**src/rtl/spi_fifo_pkg.sv**
```systemverilog
// Shared FSM state type, SPI mode encodings and width helper for the SPI FIFO master.
package spi_fifo_pkg;

  typedef enum logic [2:0] {
    IDLE,
    SETUP,
    SHIFT,
    HOLD,
    GAP
  } state_e;

  // SPI modes encoded as {cpol, cpha}
  localparam logic [1:0] MODE0 = 2'b00;
  localparam logic [1:0] MODE1 = 2'b01;
  localparam logic [1:0] MODE2 = 2'b10;
  localparam logic [1:0] MODE3 = 2'b11;

  function automatic int unsigned clog2(input int unsigned value);
    int unsigned r;
    r = 0;
    while ((64'd1 << r) < 64'(value)) r = r + 1;
    return r;
  endfunction

endpackage

```
**src/rtl/spi_fifo_master_sync_fifo.sv**
```systemverilog
// First-word-fall-through synchronous FIFO; push while full and pop while empty are ignored.
module sync_fifo
  import spi_fifo_pkg::*;
#(
  parameter int unsigned WIDTH = 8,
  parameter int unsigned DEPTH = 8,
  localparam int unsigned AW = clog2(DEPTH),
  localparam int unsigned LW = AW + 1
) (
  input  logic             clk_i,
  input  logic             rst_i,
  input  logic             push_i,
  input  logic [WIDTH-1:0] wdata_i,
  input  logic             pop_i,
  output logic [WIDTH-1:0] rdata_o,
  output logic             full_o,
  output logic             empty_o,
  output logic [LW-1:0]    level_o
);

  logic [WIDTH-1:0] mem_q [DEPTH];
  logic [AW-1:0]    wr_ptr_q, wr_ptr_d, rd_ptr_q, rd_ptr_d;
  logic [LW-1:0]    level_q, level_d;
  logic             do_push_c, do_pop_c;

  assign full_o    = (level_q == LW'(DEPTH));
  assign empty_o   = (level_q == '0);
  assign level_o   = level_q;
  assign rdata_o   = mem_q[rd_ptr_q];
  assign do_push_c = push_i & ~full_o;
  assign do_pop_c  = pop_i & ~empty_o;

  // Pointers wrap naturally because DEPTH is a power of two
  always_comb begin
    wr_ptr_d = wr_ptr_q;
    rd_ptr_d = rd_ptr_q;
    if (do_push_c) wr_ptr_d = wr_ptr_q + AW'(1);
    if (do_pop_c)  rd_ptr_d = rd_ptr_q + AW'(1);
    level_d = level_q + LW'(do_push_c) - LW'(do_pop_c);
  end

  always_ff @(posedge clk_i) begin
    if (rst_i) begin
      wr_ptr_q <= '0;
      rd_ptr_q <= '0;
      level_q  <= '0;
    end else begin
      wr_ptr_q <= wr_ptr_d;
      rd_ptr_q <= rd_ptr_d;
      level_q  <= level_d;
    end
  end

  always_ff @(posedge clk_i) begin
    if (do_push_c) mem_q[wr_ptr_q] <= wdata_i;
  end

endmodule

```
**src/rtl/spi_fifo_master.sv**
```systemverilog
// SPI master with TX/RX FIFOs, burst frames under one chip select and sticky error flags.
// Optional SPI_LOOPBACK_EN adds cfg_loopback, which samples internal MOSI instead of MISO.
module spi_fifo_master
  import spi_fifo_pkg::*;
#(
  parameter int unsigned DATA_WIDTH = 8,
  parameter int unsigned NUM_CS     = 4,
  parameter int unsigned DEPTH      = 8,
  parameter int unsigned DIV_WIDTH  = 16,
  localparam int unsigned CS_W  = (clog2(NUM_CS) > 0) ? clog2(NUM_CS) : 1,
  localparam int unsigned LVL_W = clog2(DEPTH) + 1
) (
  input  logic                  ACLK,
  input  logic                  ARESET,
  input  logic [DATA_WIDTH-1:0] tx_wdata,
  input  logic                  tx_wvalid,
  output logic                  tx_wready,
  output logic [DATA_WIDTH-1:0] rx_rdata,
  output logic                  rx_rvalid,
  input  logic                  rx_rready,
  input  logic                  cfg_en,
  input  logic                  cfg_cpol,
  input  logic                  cfg_cpha,
  input  logic                  cfg_lsb_first,
  input  logic [DIV_WIDTH-1:0]  cfg_div,
  input  logic [CS_W-1:0]       cfg_cs_sel,
  input  logic                  clr_err,
  output logic                  busy,
  output logic [LVL_W-1:0]      tx_level,
  output logic [LVL_W-1:0]      rx_level,
  output logic                  err_tx_ovf,
  output logic                  err_rx_udf,
  output logic                  frame_done,
  output logic                  SCLK,
  output logic                  MOSI,
`ifdef SPI_LOOPBACK_EN
  input  logic                  cfg_loopback,
`endif
  input  logic                  MISO,
  output logic [NUM_CS-1:0]     CSn
);

  localparam int unsigned       EDGE_W    = clog2(2 * DATA_WIDTH);
  localparam logic [EDGE_W-1:0] EDGE_LAST = EDGE_W'(2 * DATA_WIDTH - 1);

  state_e                state_q, state_d;
  logic [DIV_WIDTH-1:0]  div_q, div_d, cnt_q, cnt_d;
  logic [EDGE_W-1:0]     edge_q, edge_d;
  logic [DATA_WIDTH-1:0] txsh_q, txsh_d, rxsh_q, rxsh_d;
  logic                  cpol_q, cpol_d, cpha_q, cpha_d, lsb_q, lsb_d;
  logic                  sclk_q, sclk_d, mosi_q, mosi_d;
  logic [NUM_CS-1:0]     csn_q, csn_d;
  logic                  frame_done_q, frame_done_d;
  logic                  err_tx_ovf_q, err_tx_ovf_d, err_rx_udf_q, err_rx_udf_d;

  logic [DATA_WIDTH-1:0] tx_head;
  logic                  tx_full, tx_empty, rx_full, rx_empty;
  logic                  tx_pop_c, rx_push_c;
  logic                  tick_c, can_start_c, lead_c, sample_c, update_c, miso_bit_c;

  function automatic logic first_bit(input logic [DATA_WIDTH-1:0] w, input logic lsb);
    return lsb ? w[0] : w[DATA_WIDTH-1];
  endfunction

  function automatic logic [DATA_WIDTH-1:0] shift_out(input logic [DATA_WIDTH-1:0] w,
                                                      input logic lsb);
    return lsb ? (w >> 1) : (w << 1);
  endfunction

  function automatic logic [DATA_WIDTH-1:0] shift_in(input logic [DATA_WIDTH-1:0] w,
                                                     input logic b, input logic lsb);
    return lsb ? {b, w[DATA_WIDTH-1:1]} : {w[DATA_WIDTH-2:0], b};
  endfunction

  sync_fifo #(.WIDTH(DATA_WIDTH), .DEPTH(DEPTH)) u_tx_fifo (
    .clk_i(ACLK), .rst_i(ARESET), .push_i(tx_wvalid), .wdata_i(tx_wdata), .pop_i(tx_pop_c),
    .rdata_o(tx_head), .full_o(tx_full), .empty_o(tx_empty), .level_o(tx_level)
  );

  sync_fifo #(.WIDTH(DATA_WIDTH), .DEPTH(DEPTH)) u_rx_fifo (
    .clk_i(ACLK), .rst_i(ARESET), .push_i(rx_push_c), .wdata_i(rxsh_d), .pop_i(rx_rready),
    .rdata_o(rx_rdata), .full_o(rx_full), .empty_o(rx_empty), .level_o(rx_level)
  );

  assign tx_wready   = ~tx_full;
  assign rx_rvalid   = ~rx_empty;
  assign busy        = (state_q != IDLE);
  assign SCLK        = sclk_q;
  assign MOSI        = mosi_q;
  assign CSn         = csn_q;
  assign frame_done  = frame_done_q;
  assign err_tx_ovf  = err_tx_ovf_q;
  assign err_rx_udf  = err_rx_udf_q;
  assign tick_c      = (cnt_q == div_q - DIV_WIDTH'(1));
  assign can_start_c = cfg_en & ~tx_empty & ~rx_full;
  assign lead_c      = ~edge_q[0];

`ifdef SPI_LOOPBACK_EN
  assign miso_bit_c = cfg_loopback ? mosi_q : MISO;
`else
  assign miso_bit_c = MISO;
`endif

  // First bit is preloaded, so CPHA=1 skips the MOSI update on the very first leading edge
  always_comb begin
    sample_c = lead_c;
    update_c = 1'b0;
    case ({cpol_q, cpha_q})
      MODE0, MODE2: begin
        sample_c = lead_c;
        update_c = ~lead_c & (edge_q != EDGE_LAST);
      end
      MODE1, MODE3: begin
        sample_c = ~lead_c;
        update_c = lead_c & (edge_q != '0);
      end
      default: ;
    endcase
  end

  always_comb begin
    state_d      = state_q;
    div_d        = div_q;
    cnt_d        = cnt_q;
    edge_d       = edge_q;
    txsh_d       = txsh_q;
    rxsh_d       = rxsh_q;
    cpol_d       = cpol_q;
    cpha_d       = cpha_q;
    lsb_d        = lsb_q;
    sclk_d       = sclk_q;
    mosi_d       = mosi_q;
    csn_d        = csn_q;
    frame_done_d = 1'b0;
    tx_pop_c     = 1'b0;
    rx_push_c    = 1'b0;
    err_tx_ovf_d = (tx_wvalid & tx_full) | (err_tx_ovf_q & ~clr_err);
    err_rx_udf_d = (rx_rready & rx_empty) | (err_rx_udf_q & ~clr_err);

    if (state_q != IDLE) cnt_d = tick_c ? '0 : cnt_q + DIV_WIDTH'(1);

    case (state_q)
      IDLE: begin
        sclk_d = cfg_cpol;
        if (can_start_c) begin
          state_d  = SETUP;
          tx_pop_c = 1'b1;
          cpol_d   = cfg_cpol;
          cpha_d   = cfg_cpha;
          lsb_d    = cfg_lsb_first;
          div_d    = (cfg_div == '0) ? DIV_WIDTH'(1) : cfg_div;
          cnt_d    = '0;
          edge_d   = '0;
          csn_d    = ~(NUM_CS'(1) << cfg_cs_sel);
          mosi_d   = first_bit(tx_head, cfg_lsb_first);
          txsh_d   = shift_out(tx_head, cfg_lsb_first);
        end
      end
      SETUP: begin
        if (tick_c) state_d = SHIFT;
      end
      SHIFT: begin
        if (tick_c) begin
          sclk_d = ~sclk_q;
          if (sample_c) rxsh_d = shift_in(rxsh_q, miso_bit_c, lsb_q);
          if (update_c) begin
            mosi_d = first_bit(txsh_q, lsb_q);
            txsh_d = shift_out(txsh_q, lsb_q);
          end
          if (edge_q == EDGE_LAST) begin
            state_d      = HOLD;
            edge_d       = '0;
            rx_push_c    = 1'b1;
            frame_done_d = 1'b1;
          end else begin
            edge_d = edge_q + EDGE_W'(1);
          end
        end
      end
      HOLD: begin
        if (tick_c) begin
          if (can_start_c) begin
            state_d  = SHIFT;
            tx_pop_c = 1'b1;
            mosi_d   = first_bit(tx_head, lsb_q);
            txsh_d   = shift_out(tx_head, lsb_q);
          end else begin
            state_d = GAP;
            csn_d   = '1;
          end
        end
      end
      GAP: begin
        if (tick_c) state_d = IDLE;
      end
      default: state_d = IDLE;
    endcase
  end

  always_ff @(posedge ACLK) begin
    if (ARESET) begin
      state_q      <= IDLE;
      div_q        <= DIV_WIDTH'(1);
      cnt_q        <= '0;
      edge_q       <= '0;
      txsh_q       <= '0;
      rxsh_q       <= '0;
      cpol_q       <= 1'b0;
      cpha_q       <= 1'b0;
      lsb_q        <= 1'b0;
      sclk_q       <= 1'b0;
      mosi_q       <= 1'b0;
      csn_q        <= '1;
      frame_done_q <= 1'b0;
      err_tx_ovf_q <= 1'b0;
      err_rx_udf_q <= 1'b0;
    end else begin
      state_q      <= state_d;
      div_q        <= div_d;
      cnt_q        <= cnt_d;
      edge_q       <= edge_d;
      txsh_q       <= txsh_d;
      rxsh_q       <= rxsh_d;
      cpol_q       <= cpol_d;
      cpha_q       <= cpha_d;
      lsb_q        <= lsb_d;
      sclk_q       <= sclk_d;
      mosi_q       <= mosi_d;
      csn_q        <= csn_d;
      frame_done_q <= frame_done_d;
      err_tx_ovf_q <= err_tx_ovf_d;
      err_rx_udf_q <= err_rx_udf_d;
    end
  end

endmodule
```
**config.mk**
```make
export PLATFORM = sky130hd
export DESIGN_NAME = spi_fifo_master
export DESIGN_NICKNAME = d
export VERILOG_FILES = /design/src/rtl/spi_fifo_pkg.sv /design/src/rtl/spi_fifo_master_sync_fifo.sv /design/src/rtl/spi_fifo_master.sv
export SDC_FILE = /design/constraint.sdc
export NUM_CORES = 1
export LEC_CHECK = 0
export CORE_MARGIN = 2
export CORE_UTILIZATION = 36
export CTS_CLUSTER_SIZE = 25
export DETAILED_ROUTE_END_ITERATION = 7
export GPL_TIMING_DRIVEN = 1
export PLACE_DENSITY = 0.57
export SYNTH_ARGS = -nofsm -noshare
export SYNTH_HDL_FRONTEND = slang
export SYNTH_SLANG_ARGS = --single-unit
```
**constraint.sdc**
```tcl
create_clock -name ACLK -period 5.6 [get_ports ACLK]
set_input_delay 1.12 -clock ACLK [delete_from_list [all_inputs] [get_ports ACLK]]
set_output_delay 1.12 -clock ACLK [all_outputs]
set_load 0.05 [all_outputs]
```
# Yosys cells after proc, flatten, opt, wreduce, memory -nomap -nowiden
# Memory sizes are Yosys's and may differ from the RTL's. A register that Yosys moved wholly into a read port is not among the register bits.
# Cells that the tools add are included.
[totals] regBits=87 latch_bits=0 mem_bits_rw=128 romBits=0 in_bits=36 output_inout_bits=28 wordCells=157 n_memories=2
[op_classes] addsub=11 n_mul=0 div_mod_pow=0 order_cmp=0 eq_ne=21 n_shift=1 n_mux=61 bitwise_logic=22 reduce_logical=18
[memory_table] name="u_rx_fifo.mem_q" words=8 width=8 rd=1 rd_ports_with_merged_regs=1 wr=1 line_no="spi_fifo_master_sync_fifo.sv:21" rtl="logic [WIDTH-1:0] mem_q [DEPTH];"
[memory_table] name="u_tx_fifo.mem_q" words=8 width=8 rd=1 rd_ports_with_merged_regs=1 wr=1 line_no="spi_fifo_master_sync_fifo.sv:21"
[ops] cell="$mux W8" n=12
[ops] cell="$mux W16" n=5
[ops] cell="$mux W3" n=11
[ops] cell="$mux W4" n=6
[ops] cell="$pmux W8 S3" n=1
[ops] cell="$mux W1" n=18
[ops] cell="$ne A2 B2 Y1 const B" n=9
[ops] cell="$add A16 B1 Y16 const B" n=1
[ops] cell="$eq A16 B16 Y1" n=1
[ops] cell="$logic_not A16 Y1" n=1
[ops] cell="$pmux W4 S2" n=2
[ops] cell="$sub A16 B1 Y16 const B" n=1
[ops] cell="$pmux W3 S5" n=1
[ops] cell="$add A3 B1 Y3 const B" n=4
[ops] cell="$and A1 B1 Y1" n=12
[ops] cell="$eq A4 B4 Y1 const B" n=3
[ops] cell="$reduce_and A6 Y1" n=2
[ops] cell="$add A4 B1 Y4" n=2
[ops] cell="$logic_not A4 Y1" n=2
[ops] cell="$pmux W1 S2" n=4
[ops] cell="$sub A4 B1 Y4" n=2
[ops] cell="$not A1 Y1" n=7
[ops] cell="$eq A3 B2 Y1 const B" n=2
[ops] cell="$reduce_bool A3 Y1" n=2
[ops] cell="other kinds (18)" n=23

# Longest topological paths before layout
# Gate-level depths: netlist of run 1.
[logic_depth] depth_word=10 mapped_depth=15 mapped_depth_nobuf=15

# Hierarchy
# Synthesis of run 1 repeated with hierarchy kept, for this count alone.
[hier_totals] cells_unflattened=801 area_unflattened_um2=10196.0
[modules_own_cells] module="sync_fifo" n_inst=2 cells_per_inst=174 area_per_inst_um2=3180.6 seq_area_each_um2=2182.1
[modules_own_cells] module="spi_fifo_master" n_inst=1 cells_per_inst=453 area_per_inst_um2=3834.9 seq_area_each_um2=1321.3

# Worst setup path before layout of run 1
# Ideal clock, no wire load.
[synth_timing] kind="reg-to-reg" from="register div_q[0]" to="memory u_rx_fifo.mem_q[1][0] (enable)" setup_time_ns=0.398 arrival_ns=3.379 required_ns=5.202 slack_ns=1.823 stages_incl_launch_ff=11 path_buffers=1 cell_sequence="dfxtp_1 > inv_1 > ha_1 > or4b_4 > or4_4 > o31a_1 > nor3b_1 > and4_1 > clkbuf_1 > nand3_2 > nor4b_1"
[synth_between] elab_chain_cells=7
[synth_lines] item="start: declaration" line_no="spi_fifo_master.sv:47" rtl="logic [DIV_WIDTH-1:0] div_q, div_d, cnt_q, cnt_d;"
[synth_lines] item="start signal: assignment" line_no="spi_fifo_master.sv:219" rtl="div_q <= div_d;"
[synth_lines] item="$sub A16 B1 Y16" line_no="spi_fifo_master.sv:94" rtl="assign tick_c = (cnt_q == div_q - DIV_WIDTH'(1));"
[synth_lines] item="$eq A16 B16 Y1" line_no="spi_fifo_master.sv:94"
[synth_lines] item="$mux W1" line_no="spi_fifo_master.sv:163" rtl="if (tick_c) begin"
[synth_lines] item="$mux W1" line_no="spi_fifo_master.sv:142" rtl="case (state_q)"
[synth_lines] item="$and A1 B1 Y1" line_no="spi_fifo_master_sync_fifo.sv:30" rtl="assign do_push_c = push_i & ~full_o;"
[synth_lines] item="$mux W1" line_no="spi_fifo_master_sync_fifo.sv:55" rtl="if (do_push_c) mem_q[wr_ptr_q] <= wdata_i;"
[synth_lines] item="$mux W1 (implied by the code)" line_no="spi_fifo_master_sync_fifo.sv:55"
[synth_lines] item="end: declaration" line_no="spi_fifo_master_sync_fifo.sv:21"
# No other way between the ends.

# Worst setup path after layout of run 1
[layout_timing] from="register div_q[0]" to="register u_tx_fifo.level_q[2] (netlist: u_tx_fifo.level_o[2])"
[layout_between] elab_chain_cells=6
[layout_lines] item="$sub A16 B1 Y16" line_no="spi_fifo_master.sv:94"
[layout_lines] item="$eq A16 B16 Y1" line_no="spi_fifo_master.sv:94"
[layout_lines] item="$mux W1" line_no="spi_fifo_master.sv:181" rtl="if (tick_c) begin"
[layout_lines] item="$pmux W1 S2" line_no="spi_fifo_master.sv:142"
[layout_lines] item="$and A1 B1 Y1" line_no="spi_fifo_master_sync_fifo.sv:31" rtl="assign do_pop_c = pop_i & ~empty_o;"
[layout_lines] item="net u_tx_fifo.do_pop_c" line_no="spi_fifo_master_sync_fifo.sv:24" rtl="logic do_push_c, do_pop_c;"
[layout_lines] item="$sub A4 B1 Y4" line_no="spi_fifo_master_sync_fifo.sv:39" rtl="level_d = level_q + LW'(do_push_c) - LW'(do_pop_c);"
[layout_lines] item="end signal: assignment" line_no="spi_fifo_master_sync_fifo.sv:50" rtl="level_q <= level_d;"
[layout_lines] item="end: declaration" line_no="spi_fifo_master_sync_fifo.sv:23" rtl="logic [LW-1:0] level_q, level_d;"
# The timed path passes the listed nets, and every way through them passes these cells.
# A chain may end at the register's enable or synchronous reset.

==> results of run 1 <==
## cell families after synthesis
family	Yosys count
buffers and inverters	72
flip-flops	220
AO/OA/AOI/OAI	130
adder cells (fa/ha/maj)	22
AND/OR/NAND/NOR	245
multiplexers	67
XOR/XNOR	39
## how the worst max path moves through the flow
stage | start | end | slack (ns) | depth (start not counted)
floorplan | div_q[0]$_SDFFE_PP1P_ | u_rx_fifo.mem_q[1][0]$_DFFE_PP_ | 1.82 | 10
global placement | div_q[0]$_SDFFE_PP1P_ | u_tx_fifo.level_o[2]$_SDFF_PP0_ | 1.67 | 15
detailed placement | div_q[0]$_SDFFE_PP1P_ | u_tx_fifo.level_o[3]$_SDFF_PP0_ | 1.63 | 15
CTS | flop | rx_rdata[7] | 1.61 | 3
global route | div_q[0]$_SDFFE_PP1P_ | u_tx_fifo.level_o[2]$_SDFF_PP0_ | 1.26 | 15
finish | div_q[0]$_SDFFE_PP1P_ | u_tx_fifo.level_o[2]$_SDFF_PP0_ | 1.62 | 15
## through the flow
step / instances / hold WS, ns / instance area [sq um] / util / setup WS [ns]
detailed placement: 1173 / 0.481 / 10900 / 0.404 / 1.63
CTS: 1217 / 0.486 / 11700 / 0.434 / 1.61
global placement: 1173 / 0.470 / 10900 / 0.404 / 1.67
floorplan: 795 / 0.454 / 9870 / - / 1.82
finish: 1217 / 0.481 / 11700 / 0.434 / 1.62
global route: 1217 / 0.506 / 11700 / 0.434 / 1.26
## state kept, by name (all words and copies together) (netlist names), 3 cells and up, named ones only
register and count:
u_rx_fifo.mem_q 64, u_tx_fifo.mem_q 64, cnt_q 16, div_q 16, rxsh_q 8, txsh_q 8, CSn 4, edge_q 4
u_rx_fifo.level_o 4, u_tx_fifo.level_o 4, state_q 3, u_rx_fifo.rd_ptr_q 3, u_rx_fifo.wr_ptr_q 3, u_tx_fifo.rd_ptr_q 3, u_tx_fifo.wr_ptr_q 3
## cell usage after synthesis, types with 16 or more instances
library cell	number	area share
a21oi_1	45	0.023
clkbuf_1	27	0.010
dfxtp_1	92	0.19
edfxtp_1	128	0.39
ha_1	20	0.025
inv_1	31	0.012
mux2_2	26	0.030
mux4_2	32	0.073
nand2_1	51	0.019
nand3_1	30	0.015
nor2_1	59	0.022
nor3_1	17	0.0086
nor4_1	23	0.015
xnor2_1	16	0.014
xor2_1	23	0.020
## cell type report
cell class                 count  area share
sequential                   220       0.486
multi-input combinational    503       0.335
timing repair buffer          78      0.0631
clock buffer                  33      0.0586
tap                          341      0.0365
clock inverter                11      0.0108
inverter                      31     0.00994
## power by group through the flow
stage / combinational, uW / sequential [uW] / clock, uW
after floorplan: 1280 / 2100 / 0
final: 1780 / 2030 / 1610
after CTS: 1800 / 2030 / 1650
after detailed placement: 1790 / 2060 / 0
after global routing: 1960 / 2050 / 1720
after global placement: 1780 / 2060 / 0
## routing by layer
layer / global-route usage / vias up
li1: - / 3145
met1: 0.204 / 3156
met2: 0.260 / 118
met3: 0.0245 / 27
met4: 0.0412 / 0
met5: 0 / -
## worst min-delay path: cells and delay by family (launching register included)
family           cells  cell delay [ns]
AO/OA/AOI/OAI        1             0.07
flip-flops           1             0.31
AND/OR/NAND/NOR      1             0.05
==> metrics.md, run 1 <==
| Metric | Value |
|---|---|
| CTS tree | yes |
| Crit-path slowest cell | nor3_1 |
| Final setup TNS | 0 ns |
| Worst-case reg-to-reg path depth | 15 |
| Period minus WS final | 3.98 ns |
| RR Endpoint | u_tx_fifo.level_o[2]$_SDFF_PP0_ |
| P_int | approximately 3600 uW |
| Wire length on met2 | 10600 microns |
| Switching share of power | 0.340 |
| Adder-cell share of the synthesized area | 0.0294 |
| Gpl congestion | 0.788 |
| Sequential power share | 0.374 |
| Fraction of layout instances using a drive strength above 1 | 0.148 |
| Initial antenna violation count | 0 |
| Most common cell after layout, fill and taps aside | edfxtp_1 |
| Worst Clk Skew | between 0.01 and 0.015 ns |
| DRT Wirelength | 21900 microns |
| Yosys cell types | 73 |
| #FFs+latches synth | 220 |
| Gate power share | 0.329 |
| Multi-input logic area | 3920 sq um |
| WL/cell | 18.0 microns |
| Worst hold path depth | 2 |
| Simple-gate share of the synthesized area | 0.131 |
| Pwr Total | 5430 uW |
| Die ar. | 28800 sq um |
| Horiz. Die Dim | approximately 170 microns |
| Core area | about 27000 sq um |
| Endpoints failing setup | 0 |
| Max FO, Critical Path | 6 |
| # IOs | 64 |
| Metal-1 WL | 10100 microns |
| RSZ-0062 raised after global routing | false |
| Grt total ovfl | 0 |
| Diode count | 0 |
| Total GRT Usage | 0.153 |
| Rel. slew slack | 0.267 |
| Final Hold Viols | 0 |
| Slew Limit Fails | 0 |
| Hold crit path type | flop to flop |
| Post-Synth XOR/XNOR Area | 0.0346 |
| Post-synthesis compound-gate area fraction | 0.0882 |
| CP Buf/Inv Count | 3 |
| Pin slew with the least headroom to its limit | 1.09 ns |
| DRC Markers | 0 |
| Top layer in use | met4 |
| Worst-path clk slew | around 0.060 ns |
| Vias in the first global route | approximately 6300 |
| Clock share of power | 0.298 |
| Worst skew pair latency | 0.51 ns |
| EDFF count, synth | between 100 and 150 |
| Max H-tree Level | 1 |
| Crit path cell chain | inv_1 -> ha_1 -> or4b_4 -> or4_4 -> o31a_1 -> nor3_1 -> nand4_1 -> nand2_1 -> ha_1 -> inv_1 -> ha_1 -> inv_1 -> fa_1 -> xor2_1 -> nor2_1 |
| Post-CTS Setup Bufs | 0 |
| Post-synthesis async set-or-reset flop share | 0 |
| Post-detail-place hpwl | 14800 microns |
| Reg area | about 5700 sq um |
| Worst min-delay path startpoint | u_rx_fifo.rd_ptr_q[1]$_SDFFE_PP0P_ |
| Hold buffer count at cts | 0 |
| Nets | 916 |
| Critical Path Source Type | flop |
| Initial core utilization | 0.366 |
| Top delay family on crit path | simple AND/OR/NAND/NOR gates |
| CP Capture Type | flop |
| Deepest clock path buffer count | 3 |
| CP max stage delay | 0.52 ns |
| Area growth syn-to-layout | 18.6% |
| Die height | ~170 microns |
| Start-to-end type of the worst setup path | flop to flop |
| P_sw | 1850 uW |
| Avg Inst Size Synth | 12.4 sq um |
| Max capacitance violation total | 0 |
| Final ANT Viol Nets | 0 |
| Leakage | 0.00402 uW |
| Via count | 6446 |
| Syn Nets | 853 |
| PwrDens | 464 nW/um^2 |
| First-pass GRT wire length | about 35000 microns |
| Worst EP arrival | 4.34 ns |
| Synth Instances | ~800 |
| IO Port Bufs | 63 |
| Max rail drop VDD | 250 uV |
| CTS buffer count | 24 |
| Crit path required time | 5.96 ns |
| TritonRoute pass-1 iters | 8 |
| Post-CTS Resized | 0 |
| Fillers | approximately 2400 |
| Total length of routed met3 wires | 705 microns |
| Fmax achieved | between 0.2 and 0.3 GHz |
| Row count | 60 |
| Sequential share of the synthesized area | 0.576 |
| Tcrit/Tclk final | 0.710 |
| Most frequent cells in the layout | edfxtp_1, dfxtp_1, clkdlybuf4s50_1 |
| Mux share of post-synthesis cell area | 0.112 |
| Ys flop type | edfxtp_1 |
| Sink Count | 220 |
| Reg2Reg Launch Point | div_q[0]$_SDFFE_PP1P_ |
| Synth warn | 0 |
| Vias per cell | around 5.3 |
| Largest net degree at the start of global routing | 73 |
| Status | complete, no violations |
| Initial drt markers | 378 |
| Worst R2R Setup Slack | 1.62 ns |
| Largest family of logic cells by synthesized area | simple AND/OR/NAND/NOR gates |
| Clk root buf | clkbuf_16 |
| Synth Cell Area | slightly below 10000 sq um |
Power figures use the tool's default switching activity.
==> run 2: changes to the inputs <==
==> constraint.sdc (replaced) <==
create_clock -name ACLK -period 4.07 [get_ports ACLK]
set_input_delay 0.814 -clock ACLK [delete_from_list [all_inputs] [get_ports ACLK]]
set_output_delay 0.814 -clock ACLK [all_outputs]
set_load 0.05 [all_outputs]
==> run 2 against run 1 <==
Flip-flop and latch count unchanged. Global-route usage down 0.089 points. Clock skew up 0.00065 ns. Cell area up 0.81%. Register-to-register slack worse by 1.3 ns. Worst setup slack worse by 1.3 ns. Critical path type unchanged. Largest cell class unchanged. Highest routed layer unchanged.
==> metrics.md, run 2 (same netlist as run 1, synthesis figures left out) <==
| Metric | Value |
|---|---|
| Diode count | 0 (unchanged) |
| Vias in the first global route | 6335 (+0.095%) |
| Finished Layout Cells | 1233 (+1.3%) |
| DRC Markers | 0 (unchanged) |
| Rel. slew slack | 0.352 (+0.0845) |
| Final ANT Viol Nets | 0 (unchanged) |
| Fmax achieved | 0.268 GHz (+6.5%) |
| Largest net degree at the start of global routing | 72 (-1.4%) |
| Final Hold Viols | 0 (unchanged) |
| Most frequent cells in the layout | edfxtp_1, dfxtp_1, clkdlybuf4s50_1 |
| IO Port Bufs | 63 (unchanged) |
| DRT Wirelength | 21900 microns (+0.29%) |
| PwrDens | 635 nW/um^2 (+37%) |
| Crit-path slowest cell | or4b_4 |
| Critical Path Source Type | flop |
| Sink Count | 220 (unchanged) |
| Grt total ovfl | 0 (unchanged) |
| CTS buffer count | 25 (+4.2%) |
| Initial drt markers | 326 (-14%) |
| Nets | 932 (+1.7%) |
| Utilization after layout | 0.438 (+0.00353) |
| Gpl congestion | 0.837 (+6.2%) |
| First-pass GRT wire length | 34700 microns (-0.26%) |
| Deepest clock path buffer count | 3 (unchanged) |
| Area growth syn-to-layout | 19.5% |
| Period minus WS final | 3.73 ns (-0.243 ns) |
| Horiz. Die Dim | 170 microns (unchanged) |
| Pwr Total | 7490 uW (+38%) |
| Post-detail-place hpwl | 14800 microns (+0.34%) |
| Hold buffer count at cts | 0 (unchanged) |
| Worst EP arrival | 4.11 ns (-0.23 ns) |
| Crit path required time | 4.44 ns (-1.52 ns) |
| Tcrit/Tclk final | 0.917 (+0.207) |
| Start-to-end type of the worst setup path | flop to flop |
| Max H-tree Level | 1 (unchanged) |
| CP Capture Type | flop |
| Leakage | 0.00408 uW (+1.5%) |
| Row count | 60 (unchanged) |
| Endpoints failing setup | 0 (unchanged) |
| Max rail drop VDD | 387 uV (+55%) |
| Worst-path clk slew | 0.06 ns (about the same) |
| Slew Limit Fails | 0 (unchanged) |
| Initial antenna violation count | 0 (unchanged) |
| Die height | 170 microns (unchanged) |
| CP max stage delay | 0.51 ns (about the same) |
| WHS | 0.481 ns (-0.000194 ns) |
| Post-CTS Resized | 0 (unchanged) |
| Status | complete, no violations |
| WL/cell | 17.8 microns (-1.0%) |
| Post-CTS Setup Bufs | 0 (unchanged) |
| RSZ-0062 raised after global routing | false |
| Die ar. | 28800 sq um (unchanged) |
| Via count | 6512 (+1.0%) |
| Crit path cell chain | inv_1 -> ha_1 -> or4b_4 -> or3_1 -> a22oi_1 -> o2111a_1 -> nand4_1 -> nand2_1 -> ha_1 -> inv_1 -> ha_1 -> inv_1 -> fa_1 -> xor2_1 -> nor2_1 |
| Fraction of layout instances using a drive strength above 1 | 0.157 (+0.00855) |
| Final setup TNS | 0 ns (unchanged) |
| Initial core utilization | 0.366 (unchanged) |
| TritonRoute pass-1 iters | 4 (-4) |
| Total GRT Usage | 0.152 (-0.000885) |
| Pin slew with the least headroom to its limit | 0.969 ns (-0.123 ns) |
| Hold crit path type | flop to flop |
| Core area | 27000 sq um (unchanged) |
| Max capacitance violation total | 0 (unchanged) |
| CTS tree | yes |
| Top flop regs | u_rx_fifo.mem_q: 64 flops, u_tx_fifo.mem_q: 64 flops |
| Dpl cells | 1188 (+1.3%) |
| # IOs | 64 (unchanged) |
| Worst skew pair latency | 0.51 ns (about the same) |
| Fillers | 2459 (+0.53%) |
| Vias per cell | 5.28 (-0.29%) |
| Max FO, Critical Path | 6 (unchanged) |
| Clk root buf | clkbuf_16 |
| Most common cell after layout, fill and taps aside | edfxtp_1 |
| Worst Clk Skew | 0.0129 ns (+0.000655 ns) |
==> run 2: path summary, 6_finish.rpt <==
check	from	end	slack, ns	cells after the start
hold reg to reg	err_tx_ovf$_SDFF_PP0_	err_tx_ovf$_SDFF_PP0_	0.48	2
setup reg to reg	div_q[0]$_SDFFE_PP1P_	u_tx_fifo.level_o[2]$_SDFF_PP0_	0.34	15
setup / recovery	div_q[0]$_SDFFE_PP1P_	u_tx_fifo.level_o[2]$_SDFF_PP0_	0.34	15
hold / removal	err_tx_ovf$_SDFF_PP0_	err_tx_ovf$_SDFF_PP0_	0.48	2
==> run 2: metrics by stage <==
step / worst slack [ns] / instance area [sq um]
after floorplan: 0.293 / 9870
after global placement: 0.277 / 11000
after detailed placement: 0.164 / 11000
after CTS: 0.158 / 11800
after global routing: 0.0363 / 11800
final: 0.338 / 11800
==> run 2: power by group <==
group | switching, uW | internal (uW)
Combinational | 1460 | 1060
Clock | 869 | 1310
Sequential | 239 | 2550
Total | 2570 | 4920
==> run 2: routing by layer <==
layer  wire [microns]  share of wire  global-route usage  vias up
li1                 -              -                   -     3175
met1             9910           0.45               0.202     3197
met2            10900           0.49               0.264      109
met3              782          0.036              0.0231       31
met4              379          0.017              0.0316        0
met5                0              0                   0        -
==> run 2: area by class of cell <==
class | count | area [sq um] | area share
timing repair buffer | 93 | 851 | 0.0721
clock buffer | 28 | 637 | 0.0540
multi-input combinational | 503 | 3930 | 0.333
tap | 341 | 427 | 0.0362
inverter | 31 | 116 | 0.00986
sequential | 220 | 5690 | 0.482
clock inverter | 17 | 155 | 0.0132
==> run 2: worst max-delay path, delay by kind of cell (launching register included) <==
family                   cells  cell delay (ns)
AND/OR/NAND/NOR              5             1.36
adder cells (fa/ha/maj)      4             0.97
AO/OA/AOI/OAI                2             0.55
flip-flops                   1             0.36
buffers and inverters        3             0.20
XOR/XNOR                     1             0.16
